**config.mk**
```make
export PLATFORM = sky130hd
export DESIGN_NAME = fp_to_int_seq_flat
export DESIGN_NICKNAME = d
export VERILOG_FILES = /design/src/rtl/fp_to_int_seq_if.sv /design/src/rtl/fp_to_int_seq.sv /design/src/flat_wrapper.sv
export SDC_FILE = /design/constraint.sdc
export NUM_CORES = 1
export LEC_CHECK = 0
export ABC_AREA = 0
export BUFFER_PORTS_ARGS = -buffer_cell sky130_fd_sc_hd__buf_2
export CAP_MARGIN = 40
export CORE_UTILIZATION = 50
export CTS_BUF_LIST = sky130_fd_sc_hd__clkbuf_4
export DETAILED_ROUTE_END_ITERATION = 10
export PLACE_DENSITY = 0.79
export SLEW_MARGIN = 10
export SYNTH_ARGS = -nofsm -noshare
export SYNTH_HDL_FRONTEND = slang
export SYNTH_SLANG_ARGS = --single-unit
```
**constraint.sdc**
```tcl
create_clock -name clk -period 5.58 [get_ports clk]
set_clock_uncertainty 0.1 [all_clocks]
set_input_delay 0 -clock clk [delete_from_list [all_inputs] [get_ports clk]]
set_output_delay 0 -clock clk [all_outputs]
set_load 0.01 [all_outputs]
```
**src/rtl/fp_to_int_seq_if.sv**
```systemverilog
// Handshake bundle for the float-to-integer converter: operand in, result plus status out.
// master drives operands and takes results; slave is the converter.
`timescale 1ns/1ps
interface fp_to_int_seq_if #(
  parameter int EXP_W = 8,
  parameter int FRAC_W = 23,
  parameter int OUT_W = 32
);
  logic                    in_valid;
  logic                    in_ready;
  logic [EXP_W+FRAC_W:0]   in_data;
  logic                    is_signed;
  logic [1:0]              round_mode;
  logic                    out_valid;
  logic                    out_ready;
  logic [OUT_W-1:0]        out_data;
  logic                    overflow;
  logic                    underflow;
  logic                    invalid;
  logic                    inexact;

  modport master (
    output in_valid, in_data, is_signed, round_mode, out_ready,
    input  in_ready, out_valid, out_data, overflow, underflow, invalid, inexact
  );

  modport slave (
    input  in_valid, in_data, is_signed, round_mode, out_ready,
    output in_ready, out_valid, out_data, overflow, underflow, invalid, inexact
  );
endinterface

```
**src/rtl/fp_to_int_seq.sv**
```systemverilog
// Iterative IEEE float to signed/unsigned integer converter, 4 rounding modes, saturating flags.
// Latency 1 (specials), 2 (no shift) or 2+ceil(shift/SHIFT_STEP); one op in flight, result held until out_ready.
`timescale 1ns/1ps
module fp_to_int_seq #(
  parameter int EXP_W      = 8,
  parameter int FRAC_W     = 23,
  parameter int OUT_W      = 32,
  parameter int SHIFT_STEP = 8
) (
  input  logic           clk,
  input  logic           reset_n,
  fp_to_int_seq_if.slave io
);
  localparam int BIAS    = (1 << (EXP_W - 1)) - 1;
  localparam int MW      = FRAC_W + 1;
  localparam int IW      = (MW > OUT_W) ? MW : OUT_W;
  localparam int MAXSH_A = (FRAC_W + 2 > OUT_W) ? FRAC_W + 2 : OUT_W;
  localparam int MAXSH   = (MAXSH_A > SHIFT_STEP) ? MAXSH_A : SHIFT_STEP;
  localparam int SW      = $clog2(MAXSH + 1);

  localparam logic [OUT_W:0] SMAX  = {2'b00, {(OUT_W-1){1'b1}}};
  localparam logic [OUT_W:0] SMINM = {2'b01, {(OUT_W-1){1'b0}}};

  typedef enum logic [1:0] {IDLE, SHIFT, ROUND, DONE} state_e;

  state_e            state_q, state_d;
  logic [IW-1:0]     wint_q, wint_d;
  logic              g_q, g_d, s_q, s_d;
  logic [SW-1:0]     rem_q, rem_d;
  logic              left_q, left_d;
  logic              neg_q, neg_d, sgn_q, sgn_d;
  logic [1:0]        rm_q, rm_d;
  logic [OUT_W-1:0]  out_q, out_d;
  logic              ovf_q, ovf_d, unf_q, unf_d, inv_q, inv_d, inx_q, inx_d;

  logic [EXP_W-1:0]  exp_v;
  logic [FRAC_W-1:0] frac_v;
  logic [MW-1:0]     mant_v;
  int                e_v, sh_v;
  logic [SW-1:0]     step_v;
  logic [IW:0]       x_v, mask_v;
  logic              inc_v, ovf_c, unf_c;
  logic [OUT_W:0]    mag_v;

  function automatic logic [OUT_W-1:0] sat_val(input logic neg, input logic sgn);
    if (sgn) return neg ? {1'b1, {(OUT_W-1){1'b0}}} : {1'b0, {(OUT_W-1){1'b1}}};
    return neg ? {OUT_W{1'b0}} : {OUT_W{1'b1}};
  endfunction

  always_comb begin
    state_d = state_q;
    wint_d  = wint_q;
    g_d     = g_q;
    s_d     = s_q;
    rem_d   = rem_q;
    left_d  = left_q;
    neg_d   = neg_q;
    sgn_d   = sgn_q;
    rm_d    = rm_q;
    out_d   = out_q;
    ovf_d   = ovf_q;
    unf_d   = unf_q;
    inv_d   = inv_q;
    inx_d   = inx_q;
    exp_v   = io.in_data[FRAC_W +: EXP_W];
    frac_v  = io.in_data[FRAC_W-1:0];
    mant_v  = {|exp_v, frac_v};
    e_v     = (exp_v != '0) ? int'(exp_v) - BIAS : 1 - BIAS;
    sh_v    = 0;
    step_v  = (rem_q > SW'(SHIFT_STEP)) ? SW'(SHIFT_STEP) : rem_q;
    x_v     = {wint_q, g_q};
    mask_v  = ~({(IW+1){1'b1}} << step_v);
    inc_v   = 1'b0;
    mag_v   = '0;
    ovf_c   = 1'b0;
    unf_c   = 1'b0;

    unique case (state_q)
      IDLE: begin
        if (io.in_valid) begin
          neg_d = io.in_data[EXP_W+FRAC_W];
          sgn_d = io.is_signed;
          rm_d  = io.round_mode;
          out_d = '0;
          ovf_d = 1'b0;
          unf_d = 1'b0;
          inv_d = 1'b0;
          inx_d = 1'b0;
          if ((&exp_v) && (|frac_v)) begin
            inv_d   = 1'b1;
            state_d = DONE;
          end else if ((&exp_v) || e_v >= OUT_W) begin
            out_d   = sat_val(io.in_data[EXP_W+FRAC_W], io.is_signed);
            ovf_d   = ~io.in_data[EXP_W+FRAC_W];
            unf_d   = io.in_data[EXP_W+FRAC_W];
            state_d = DONE;
          end else if (exp_v == '0 && frac_v == '0) begin
            state_d = DONE;
          end else begin
            // Right shifts past guard+sticky are clamped: everything lands in sticky anyway.
            if (e_v <= FRAC_W) begin
              sh_v   = FRAC_W - e_v;
              if (sh_v > FRAC_W + 2) sh_v = FRAC_W + 2;
              left_d = 1'b0;
            end else begin
              sh_v   = e_v - FRAC_W;
              left_d = 1'b1;
            end
            wint_d  = IW'(mant_v);
            g_d     = 1'b0;
            s_d     = 1'b0;
            rem_d   = SW'(sh_v);
            state_d = (sh_v == 0) ? ROUND : SHIFT;
          end
        end
      end
      SHIFT: begin
        if (left_q) begin
          wint_d = wint_q << step_v;
        end else begin
          {wint_d, g_d} = x_v >> step_v;
          s_d           = s_q | (|(x_v & mask_v));
        end
        rem_d = rem_q - step_v;
        if (rem_q == step_v) state_d = ROUND;
      end
      ROUND: begin
        unique case (rm_q)
          2'b01:   inc_v = g_q & (s_q | wint_q[0]);
          2'b10:   inc_v = neg_q & (g_q | s_q);
          2'b11:   inc_v = ~neg_q & (g_q | s_q);
          default: inc_v = 1'b0;
        endcase
        mag_v = {1'b0, wint_q[OUT_W-1:0]} + {{OUT_W{1'b0}}, inc_v};
        if (sgn_q) begin
          ovf_c = ~neg_q & (mag_v > SMAX);
          unf_c = neg_q & (mag_v > SMINM);
        end else begin
          ovf_c = ~neg_q & mag_v[OUT_W];
          unf_c = neg_q & (mag_v != '0);
        end
        if (ovf_c || unf_c) begin
          out_d = sat_val(neg_q, sgn_q);
          ovf_d = ovf_c;
          unf_d = unf_c;
          inx_d = 1'b0;
        end else begin
          out_d = neg_q ? -mag_v[OUT_W-1:0] : mag_v[OUT_W-1:0];
          inx_d = g_q | s_q;
        end
        state_d = DONE;
      end
      DONE: begin
        if (io.out_ready) state_d = IDLE;
      end
      default: state_d = IDLE;
    endcase
  end

  always_ff @(posedge clk or negedge reset_n) begin
    if (!reset_n) begin
      state_q <= IDLE;
      wint_q  <= '0;
      g_q     <= 1'b0;
      s_q     <= 1'b0;
      rem_q   <= '0;
      left_q  <= 1'b0;
      neg_q   <= 1'b0;
      sgn_q   <= 1'b0;
      rm_q    <= 2'b00;
      out_q   <= '0;
      ovf_q   <= 1'b0;
      unf_q   <= 1'b0;
      inv_q   <= 1'b0;
      inx_q   <= 1'b0;
    end else begin
      state_q <= state_d;
      wint_q  <= wint_d;
      g_q     <= g_d;
      s_q     <= s_d;
      rem_q   <= rem_d;
      left_q  <= left_d;
      neg_q   <= neg_d;
      sgn_q   <= sgn_d;
      rm_q    <= rm_d;
      out_q   <= out_d;
      ovf_q   <= ovf_d;
      unf_q   <= unf_d;
      inv_q   <= inv_d;
      inx_q   <= inx_d;
    end
  end

  assign io.in_ready  = (state_q == IDLE);
  assign io.out_valid = (state_q == DONE);
  assign io.out_data  = out_q;
  assign io.overflow  = ovf_q;
  assign io.underflow = unf_q;
  assign io.invalid   = inv_q;
  assign io.inexact   = inx_q;
endmodule
```
**src/flat_wrapper.sv**
```systemverilog
// flat-port wrapper written by rule: the top's interface ports become plain ports
module fp_to_int_seq_flat 
#(
  parameter int EXP_W      = 8,
  parameter int FRAC_W     = 23,
  parameter int OUT_W      = 32,
  parameter int SHIFT_STEP = 8
)
  (clk, reset_n, io_in_valid, io_in_data, io_is_signed, io_round_mode, io_out_ready, io_in_ready, io_out_valid, io_out_data, io_overflow, io_underflow, io_invalid, io_inexact);
  fp_to_int_seq_if #(.EXP_W(EXP_W), .FRAC_W(FRAC_W), .OUT_W(OUT_W)) io_i ();
  input  logic clk;
  input  logic reset_n;
  input wire logic [$bits(io_i.in_valid)-1:0] io_in_valid;
  input wire logic [$bits(io_i.in_data)-1:0] io_in_data;
  input wire logic [$bits(io_i.is_signed)-1:0] io_is_signed;
  input wire logic [$bits(io_i.round_mode)-1:0] io_round_mode;
  input wire logic [$bits(io_i.out_ready)-1:0] io_out_ready;
  output wire logic [$bits(io_i.in_ready)-1:0] io_in_ready;
  output wire logic [$bits(io_i.out_valid)-1:0] io_out_valid;
  output wire logic [$bits(io_i.out_data)-1:0] io_out_data;
  output wire logic [$bits(io_i.overflow)-1:0] io_overflow;
  output wire logic [$bits(io_i.underflow)-1:0] io_underflow;
  output wire logic [$bits(io_i.invalid)-1:0] io_invalid;
  output wire logic [$bits(io_i.inexact)-1:0] io_inexact;
  assign io_i.in_valid = io_in_valid;
  assign io_i.in_data = io_in_data;
  assign io_i.is_signed = io_is_signed;
  assign io_i.round_mode = io_round_mode;
  assign io_i.out_ready = io_out_ready;
  assign io_in_ready = io_i.in_ready;
  assign io_out_valid = io_i.out_valid;
  assign io_out_data = io_i.out_data;
  assign io_overflow = io_i.overflow;
  assign io_underflow = io_i.underflow;
  assign io_invalid = io_i.invalid;
  assign io_inexact = io_i.inexact;
  fp_to_int_seq #(.EXP_W(EXP_W), .FRAC_W(FRAC_W), .OUT_W(OUT_W), .SHIFT_STEP(SHIFT_STEP)) u_core (.clk(clk), .reset_n(reset_n), .io(io_i));
endmodule
```
# After elaboration in Yosys (flattened, before gate mapping)
# Cells that the tools add are included.
# classes
mux,79
order_cmp,6
bitwise,17
reduce_logical,23
shift,3
n_addsub,6
n_eq_ne,15
# ops
op,n
32-bit two-way mux,26
32-bit case mux with 2 select lines,2
32-bit by 1-bit adder with 33-bit output,1
33-bit AND,1
"33-bit by 31-bit > comparator with 1-bit output, second input constant",1
"33-bit by 32-bit > comparator with 1-bit output, second input constant",1
33-bit inverter,1
33-bit nonzero test,1
33-bit OR reduction,1
"33-bit by 6-bit left shift with 33-bit output, first input constant",1
33-bit by 6-bit right shift with 33-bit output,1
"32-bit by 7-bit >= comparator with 1-bit output, second input constant",1
"32-bit by 6-bit > comparator with 1-bit output, second input constant",1
"32-bit by 6-bit <= comparator with 1-bit output, second input constant",1
32-bit zero test,1
32-bit negation,1
32-bit by 6-bit left shift with 32-bit output,1
"32-bit by 6-bit subtractor with 32-bit output, second input constant",1
"6-bit by 32-bit subtractor with 32-bit output, first input constant",1
1-bit two-way mux,31
6-bit two-way mux,5
23-bit zero test,1
23-bit OR reduction,1
2-bit two-way mux,7
27 further kinds,59
# word_totals
out_inout_bits,38
elab_cells,163
regBits,83
inputBits,39

# Depth between registers and ports, before layout
# Gate-level depths: netlist (run 1).
# depth
depth_word,18
depth_mapped,22
depth_no_buf,16

# Least setup slack after synthesis (run 1)
# Ideal clock, no wire load.
# synth_timing
path_type,reg-to-reg
start,reg u_core.neg_q
end,"reg u_core.unf_q, in the netlist u_core.io.underflow"
setup_time_ns,0.141
arrival_ns,4.485
synth_period_minus_slack_ns,4.726
path_slack_ns,0.854
path_buffers,5
required_ns,5.339
path_stages_with_launch,20
cell_sequence,dfrtp_1 clkbuf_1 clkbuf_1 clkbuf_1 a21oi_1 nor3_1 ha_1 ha_1 buf_2 nand3_1 nor4_4 nand2_2 or4_4 a211oi_4 nand3_2 o41ai_4 nand3_4 buf_2 a21oi_1 a31oi_1
# synth_between
elab_chain_cells,12
word_cells_on_any_way,22
classes_between,add/sub: 1; order compare: 2; eq/ne: 1; mux: 8; bitwise: 7; reduce/logical: 3
# synth_lines
element,line_no,rtl
"start, declared",fp_to_int_seq.sv:31,"logic neg_q, neg_d, sgn_q, sgn_d;"
"start signal, assigned",fp_to_int_seq.sv:183,neg_q <= neg_d;
1-bit inverter,"fp_to_int_seq.sv:131, fp_to_int_seq.sv:136, fp_to_int_seq.sv:139",
1-bit AND,fp_to_int_seq.sv:131,2'b11: inc_v = ~neg_q & (g_q | s_q);
1-bit case mux with 3 select lines,fp_to_int_seq.sv:128,unique case (rm_q)
1-bit two-way mux,fp_to_int_seq.sv:78,unique case (state_q)
32-bit by 1-bit adder with 33-bit output,fp_to_int_seq.sv:134,"mag_v = {1'b0, wint_q[OUT_W-1:0]} + {{OUT_W{1'b0}}, inc_v};"
"33-bit by 31-bit > comparator with 1-bit output, or another cell as far along",fp_to_int_seq.sv:136,ovf_c = ~neg_q & (mag_v > SMAX);
"1-bit AND, on equally long branches","fp_to_int_seq.sv:136, fp_to_int_seq.sv:137, fp_to_int_seq.sv:140",
1-bit two-way mux,fp_to_int_seq.sv:135,if (sgn_q) begin
1-bit two-way mux,fp_to_int_seq.sv:78,
1-bit logical OR,fp_to_int_seq.sv:142,if (ovf_c || unf_c) begin
2-bit by 1-bit != test with 1-bit output (no line),-,
3-bit AND reduction (no line),-,
"end signal, assigned",fp_to_int_seq.sv:188,unf_q <= unf_d;
"end, declared",fp_to_int_seq.sv:34,"logic ovf_q, ovf_d, unf_q, unf_d, inv_q, inv_d, inx_q, inx_d;"
# Parallel ways exist; a longest one is shown, timed or not. The select of a mux whose other input is x is not followed.
# A chain may end at the register's enable or synchronous reset.

# Final worst setup path (run 1)
# layout_timing
start,reg u_core.g_q
end,"reg u_core.out_q[17], in the netlist u_core.io.out_data[17]"
# layout_between
elab_chain_cells,12
word_cells_on_any_way,23
classes_between,add/sub: 2; order compare: 2; mux: 9; bitwise: 8; reduce/logical: 2
# layout_lines
element,line_no,rtl
"start, declared",fp_to_int_seq.sv:28,"logic g_q, g_d, s_q, s_d;"
"start signal, assigned",fp_to_int_seq.sv:179,g_q <= g_d;
1-bit bitwise OR,"fp_to_int_seq.sv:130, fp_to_int_seq.sv:131",
"1-bit AND, on equally long branches","fp_to_int_seq.sv:131, fp_to_int_seq.sv:130",
1-bit case mux with 3 select lines (*),fp_to_int_seq.sv:128,
1-bit two-way mux (*),fp_to_int_seq.sv:78,
32-bit by 1-bit adder with 33-bit output (*),fp_to_int_seq.sv:134,
"33-bit by 31-bit > comparator with 1-bit output, or another cell as far along",fp_to_int_seq.sv:136,
"1-bit AND, on equally long branches","fp_to_int_seq.sv:136, fp_to_int_seq.sv:137, fp_to_int_seq.sv:140",
1-bit two-way mux,fp_to_int_seq.sv:135,
1-bit two-way mux,fp_to_int_seq.sv:78,
1-bit logical OR,fp_to_int_seq.sv:142,
32-bit two-way mux (*),fp_to_int_seq.sv:142,
32-bit case mux with 2 select lines (*),fp_to_int_seq.sv:78,
"end signal, assigned",fp_to_int_seq.sv:186,out_q <= out_d;
"end, declared",fp_to_int_seq.sv:33,"logic [OUT_W-1:0] out_q, out_d;"
# Mark *: on every way between the ends. The rest lies on a longest branch, timed or not. The select of a mux whose other input is x is not followed.

==> results of run 1 <==
[critical path: stages, from the launching register on]
cell	delay [ns]
dfrtp_1	0.55
o21a_1	0.18
nor2_1	0.04
nor3_1	0.40
ha_1	0.39
and4_1	0.51
nand4_1	0.61
nor4_1	0.43
mux2i_1	0.20
a211oi_4	0.39
nand3_2	0.22
o41ai_4	0.44
nand3_4	0.30
nor3_1	0.26
o22a_1	0.14
[how the worst max path moves through the flow]
stage / depth (start not counted) / from / to / slack, ns
5_1_grt: 14 / u_core.g_q / u_core.io.out_data[17] / -0.01
4_1_cts: 15 / u_core.g_q / u_core.io.out_data[14] / 0.24
3_3_place_gp: 15 / u_core.g_q / u_core.io.out_data[3] / 0.43
6_report: 14 / u_core.g_q / u_core.io.out_data[17] / 0.33
2_1_floorplan: 19 / u_core.neg_q / u_core.io.underflow / 0.85
3_5_place_dp: 15 / u_core.g_q / u_core.io.out_data[14] / 0.27
[per-layer routing]
metal,routed length (microns),GRT usage
met3,3470,0.0629
met5,0,0
met2,15500,0.509
met1,13500,0.406
met4,1990,0.186
[synth_stat cells, drive strengths merged, types with 28 or more instances]
| cell | n |
|---|---|
| nor2 | 176 |
| nand2 | 121 |
| o21ai | 110 |
| clkbuf | 105 |
| mux2i | 99 |
| a21oi | 91 |
| dfrtp | 83 |
| nand3 | 46 |
| xnor2 | 45 |
| nor3 | 40 |
| ha | 31 |
| inv | 31 |
| buf | 29 |
| nand4 | 28 |
| o22a | 28 |
[placed cells by master, fill, tap and decap left out, types with 37 or more instances in the layout]
master	synthesis	layout
a21oi_1	91	91
buf_2	16	76
dfrtp_1	83	83
mux2i_1	99	99
nand2_1	120	118
nand3_1	43	43
nor2_1	176	175
nor3_1	39	37
o21ai_0	109	108
xnor2_1	45	45
[power breakdown]
group | switching [mW] | internal, mW
combinational | 2.84 | 1.84
sequential | 0.630 | 0.899
clock | 0.245 | 0.138
[kinds of logic after synthesis]
| logic type | share of synthesized area |
|---|---|
| flops | 0.202 |
| mux | 0.123 |
| buf+inv | 0.0645 |
| other cells | 0.000366 |
| simple gates | 0.264 |
| xor+xnor | 0.0546 |
| fa+ha+maj | 0.0378 |
| compound gates | 0.253 |
[flip-flops by register name, summed over array words and instances, names as in the netlist, 2 cells and up]
signal and flops:
u_core.rem_q 6, u_core.state_q 2, u_core.wint_q 32, u_core.io.out_data 32, u_core.rm_q 2
[area by class of cell]
cell class	instances	area (sq um)
diodes	1	2.50
clock buffers	10	75.1
clock inverters	6	56.3
fillers	1850	8900
inverters	35	131
multi-input cells	1155	7580
flip-flops and latches	83	2080
well taps	270	338
repair buffers	141	1010
[through the flow]
| stage | instances | setup slack [ns] |
|---|---|---|
| floorplan | 1407 | 0.854 |
| global placement | 1644 | 0.431 |
| detailed placement | 1648 | 0.273 |
| CTS | 1700 | 0.240 |
| global route | 1701 | -0.0132 |
| finish | 1701 | 0.332 |
[repair_timing]
item | 4_1_cts | 5_1_grt
gates resized for setup | 0 | 5
setup endpoints to repair | 0 | 19
hold buffers | 36 | 0
hold endpoints to repair | 116 | 0
==> results_dict.tcl, run 1 <==
set metrics [dict create \
    status "complete, no violations" \
    drc_errors 0 \
    h-tree-depth 3 \
    hold_path.class "input port to register" \
    grt_max_degree 56 \
    syn_avg_cell_area_sq_um 7.29 \
    chipHeight_microns 145 \
    drtAntennaViolNets 0 \
    fmax_mhz 191 \
    ys.flop_type "dfrtp_1" \
    initial_core_util 0.509 \
    tritoncts "yes" \
    routabilityCongestion 0.992 \
    gr-usage-all-layers 0.321 \
    post-route-util 0.559 \
    worst_ep_arrival_time_ns 5.58 \
    clkLatencyLatePin_ns 0.52 \
    root_buffer "clkbuf_4" \
    area_growth_pct 9.87 \
    maxCapViolCount 0 \
    synth_edf_count 0 \
    worstPathMaxFanout 18 \
    antenna_found_initial 1 \
    critPathRequiredTime_ns 5.92 \
    r2r_start "u_core.g_q" \
    async_flop_share 1.00 \
    grt_overflow 0 \
    numCtsBuffers 9 \
    r2r_setup_slack_ns 0.33 \
    worst_slew_pin_slew_ns 0.864 \
    tns_ns 0 \
    synth_top_area_frac 0.202 \
    ios 77 \
    drt_iter0_markers 1585 \
    wl_per_cell_microns 20.3 \
    reg2regPathDepth 14 \
    cts_max_path_buffers 2 \
    first_pass_iters 9 \
    clk_pin_slew_ns 0.15 \
    path_class "register to register" \
    routed_via_density 6.64 \
    slew_headroom 0.419 \
    hold_slack_ns 0.159 \
    fp-row-count 52 \
    hold_viol 0 \
    vias 11300 \
    min_period_ns 5.25 \
    ys_types 86 \
    powerDensity_nw_per_um2 585 \
    vdd_drop_max_v 0.000186 \
    nets 1495 \
    ys_warn_count 0 \
    hold_path_end "u_core.wint_q[23]" \
    core_sq_um 20200 \
    syn_inst 1407 \
    critPathCaptureType "register" \
    r2r-end "u_core.io.out_data[17]" \
    grt_pass1_wl_microns 54600 \
    finalPower_mw 6.59 \
    ys_seq_elements 83 \
    startpoint_type "register" \
    place_hpwl_microns 24000 \
    synth.area.top_cells "dfrtp_1 (20%), mux2i_1 (9.7%), nor2_1 (6.4%), o21ai_0 (5.3%), a21oi_1 (4.4%)" \
    postPlaceCellArea_sq_um 10700 \
    holdPathStages 6 \
    syn_nets 1477 \
    portBuffers 76 \
    cts_sinks 83 \
    setup_viol 0 \
    routed_wl_microns 34500 \
    final_area_sq_um 11300 \
    drive_gt1_frac 0.127 \
    post-cts-setup-buffers 0 \
    synth_top_area_cell "dfrtp_1" \
    min_from "io_in_data[26]" \
    netlist_area_sq_um 10300 \
    final_max_slew_viol_count 0 \
    fin_crit_sh 0.940 \
    dieArea_sq_um 21100 \
    fp.dieW_microns 145 \
    p_leak_nw 4.43 \
    yosysSeqAreaShare 0.202 \
    grt_pass1_vias 10500 \
]
(Power assumes the default switching activity.)
==> inputs of run 2 (changes only) <==
--- a/config.mk
+++ b/config.mk
@@ -12,6 +12,7 @@
 export CTS_BUF_LIST = sky130_fd_sc_hd__clkbuf_4
 export DETAILED_ROUTE_END_ITERATION = 10
 export PLACE_DENSITY = 0.79
+export REMOVE_ABC_BUFFERS = 1
 export SLEW_MARGIN = 10
 export SYNTH_ARGS = -nofsm -noshare
 export SYNTH_HDL_FRONTEND = slang
==> results_dict.tcl, run 2 (synthesized netlist as in run 1, its figures left out) <==
set metrics [dict create \
    antenna_found_initial 1 \
    drc_errors 0 \
    slowest_stage "or4_4" \
    clkLatencyLatePin_ns 0.51 \
    postPlaceCellArea_sq_um 10800 \
    tns_ns 0 \
    mostFrequentLayoutCell "nor2_1" \
    initial_core_util 0.509 \
    p_leak_nw 4.48 \
    final_cell_mix "nor2_1 (175), nand2_1 (118), o21ai_0 (108)" \
    fp-row-count 52 \
    worst_ep_arrival_time_ns 5.51 \
    hold_viol 0 \
    gr-usage-all-layers 0.333 \
    cts_sinks 83 \
    dieArea_sq_um 21100 \
    first_pass_iters 8 \
    ios 77 \
    grt_pass1_wl_microns 56400 \
    final_area_sq_um 11400 \
    finalPower_mw 6.72 \
    cp_top_family "simple AND/OR/NAND/NOR gates" \
    fp.dieW_microns 145 \
    numCtsBuffers 9 \
    portBuffers 76 \
    fin_crit_sh 0.928 \
    cts_max_path_buffers 2 \
    core_sq_um 20200 \
    drt_iter0_markers 1520 \
    vdd_drop_max_v 0.000363 \
    maxCapViolCount 0 \
    chipHeight_microns 145 \
    max_stage_delay_ns 0.55 \
    status "complete, no violations" \
    grt-busiest-layer "met2" \
    routed_wl_microns 35200 \
    gr-usage-met3 0.0409 \
    pre_cts_ws_ns 0.321 \
    drive_gt1_frac 0.132 \
    h-tree-depth 3 \
    grt_overflow 0 \
    grt_pass1_vias 10700 \
    startpoint_type "register" \
    worstPathMaxFanout 18 \
    routed_via_density 6.66 \
    drtAntennaViolNets 0 \
    fmax_mhz 193 \
    tritoncts "yes" \
    wl_per_cell_microns 20.6 \
    worst-path-buf-inv 1 \
    post-route-util 0.563 \
    place_hpwl_microns 25200 \
    final_max_slew_viol_count 0 \
    worst_slew_pin_slew_ns 0.842 \
    vias 11400 \
    hold_path.class "input port to register" \
    rsz0062_at_grt "no" \
    grt_max_degree 56 \
    grt_use_met1 0.434 \
    routabilityCongestion 0.996 \
    critPathCaptureType "register" \
    slew_headroom 0.437 \
    grtUsageMet2 0.534 \
    nets 1503 \
    min_period_ns 5.18 \
    path_class "register to register" \
    clk_pin_slew_ns 0.18 \
    setup_viol 0 \
    crit_path_cell_trace "o21a_1 -> nor2_1 -> nor3_1 -> ha_1 -> ha_1 -> nand3_1 -> buf_4 -> nor4_4 -> nand2_2 -> or4_4 -> a211oi_4 -> nand3_2 -> o41ai_4 -> nand3_4 -> nor3_1 -> o22a_1" \
    setup_ws_ns 0.401 \
    root_buffer "clkbuf_4" \
    post-cts-setup-buffers 0 \
    powerDensity_nw_per_um2 592 \
    area_growth_pct 10.7 \
    critPathRequiredTime_ns 5.91 \
]
## run 2: area by class of cell
cell class / instances / area [sq um]
inverter: 35 / 131
clock inverter: 7 / 100
sequential: 83 / 2080
fill: 1882 / 8810
tap: 270 / 338
timing repair buffer: 149 / 1070
antenna: 1 / 2.50
clock buffer: 9 / 67.6
multi-input combinational: 1155 / 7580
## run 2: power by group
part	internal, mW	total, mW	switching [mW]	leakage, nW
clock	0.184	0.444	0.260	0.0792
sequential	0.900	1.50	0.601	0.995
combinational	1.87	4.78	2.91	3.41
total	2.95	6.72	3.77	4.48
## run 2: worst min-delay path: cells and delay by family
family / cells / cell delay (ns)
AOI/OAI and AO/OA: 2 / 0.19
and+or+nand+nor: 3 / 0.36
buffers and inverters: 1 / 0.14
## run 2: final timing paths
check                                  startpoint                     end  slack [ns]  depth (start not counted)
max reg2reg                            u_core.g_q  u_core.io.out_data[17]        0.40                         16
max in group asynchronous                 reset_n       u_core.wint_q[21]        4.30                          4
min                                io_in_data[29]       u_core.wint_q[23]        0.12                          6
min in group asynchronous                 reset_n       u_core.wint_q[23]        0.45                          4
max                                    u_core.g_q  u_core.io.out_data[17]        0.40                         16
min reg2reg                u_core.io.out_data[20]  u_core.io.out_data[20]        0.42                          1
## run 2: per-layer routing
layer / share of wire / up-vias
met5: 0 / -
met4: 0.054 / 0
met3: 0.10 / 157
met2: 0.45 / 709
met1: 0.39 / 5313
li1: - / 5207
## run 2: repair_timing
item | in CTS | in global routing
gates resized for setup | 0 | 4
setup endpoints to repair | 0 | 32
hold buffers | 36 | 0
endpoints found under the hold margin | 106 | 0
## run 2: stage by stage
stage | instances | hold slack [ns]
6_report | 1709 | 0.118
5_1_grt | 1709 | 0.172
4_1_cts | 1708 | 0.0884
3_5_place_dp | 1656 | -0.0986
3_3_place_gp | 1652 | -0.0986
2_1_floorplan | 1273 | -0.396
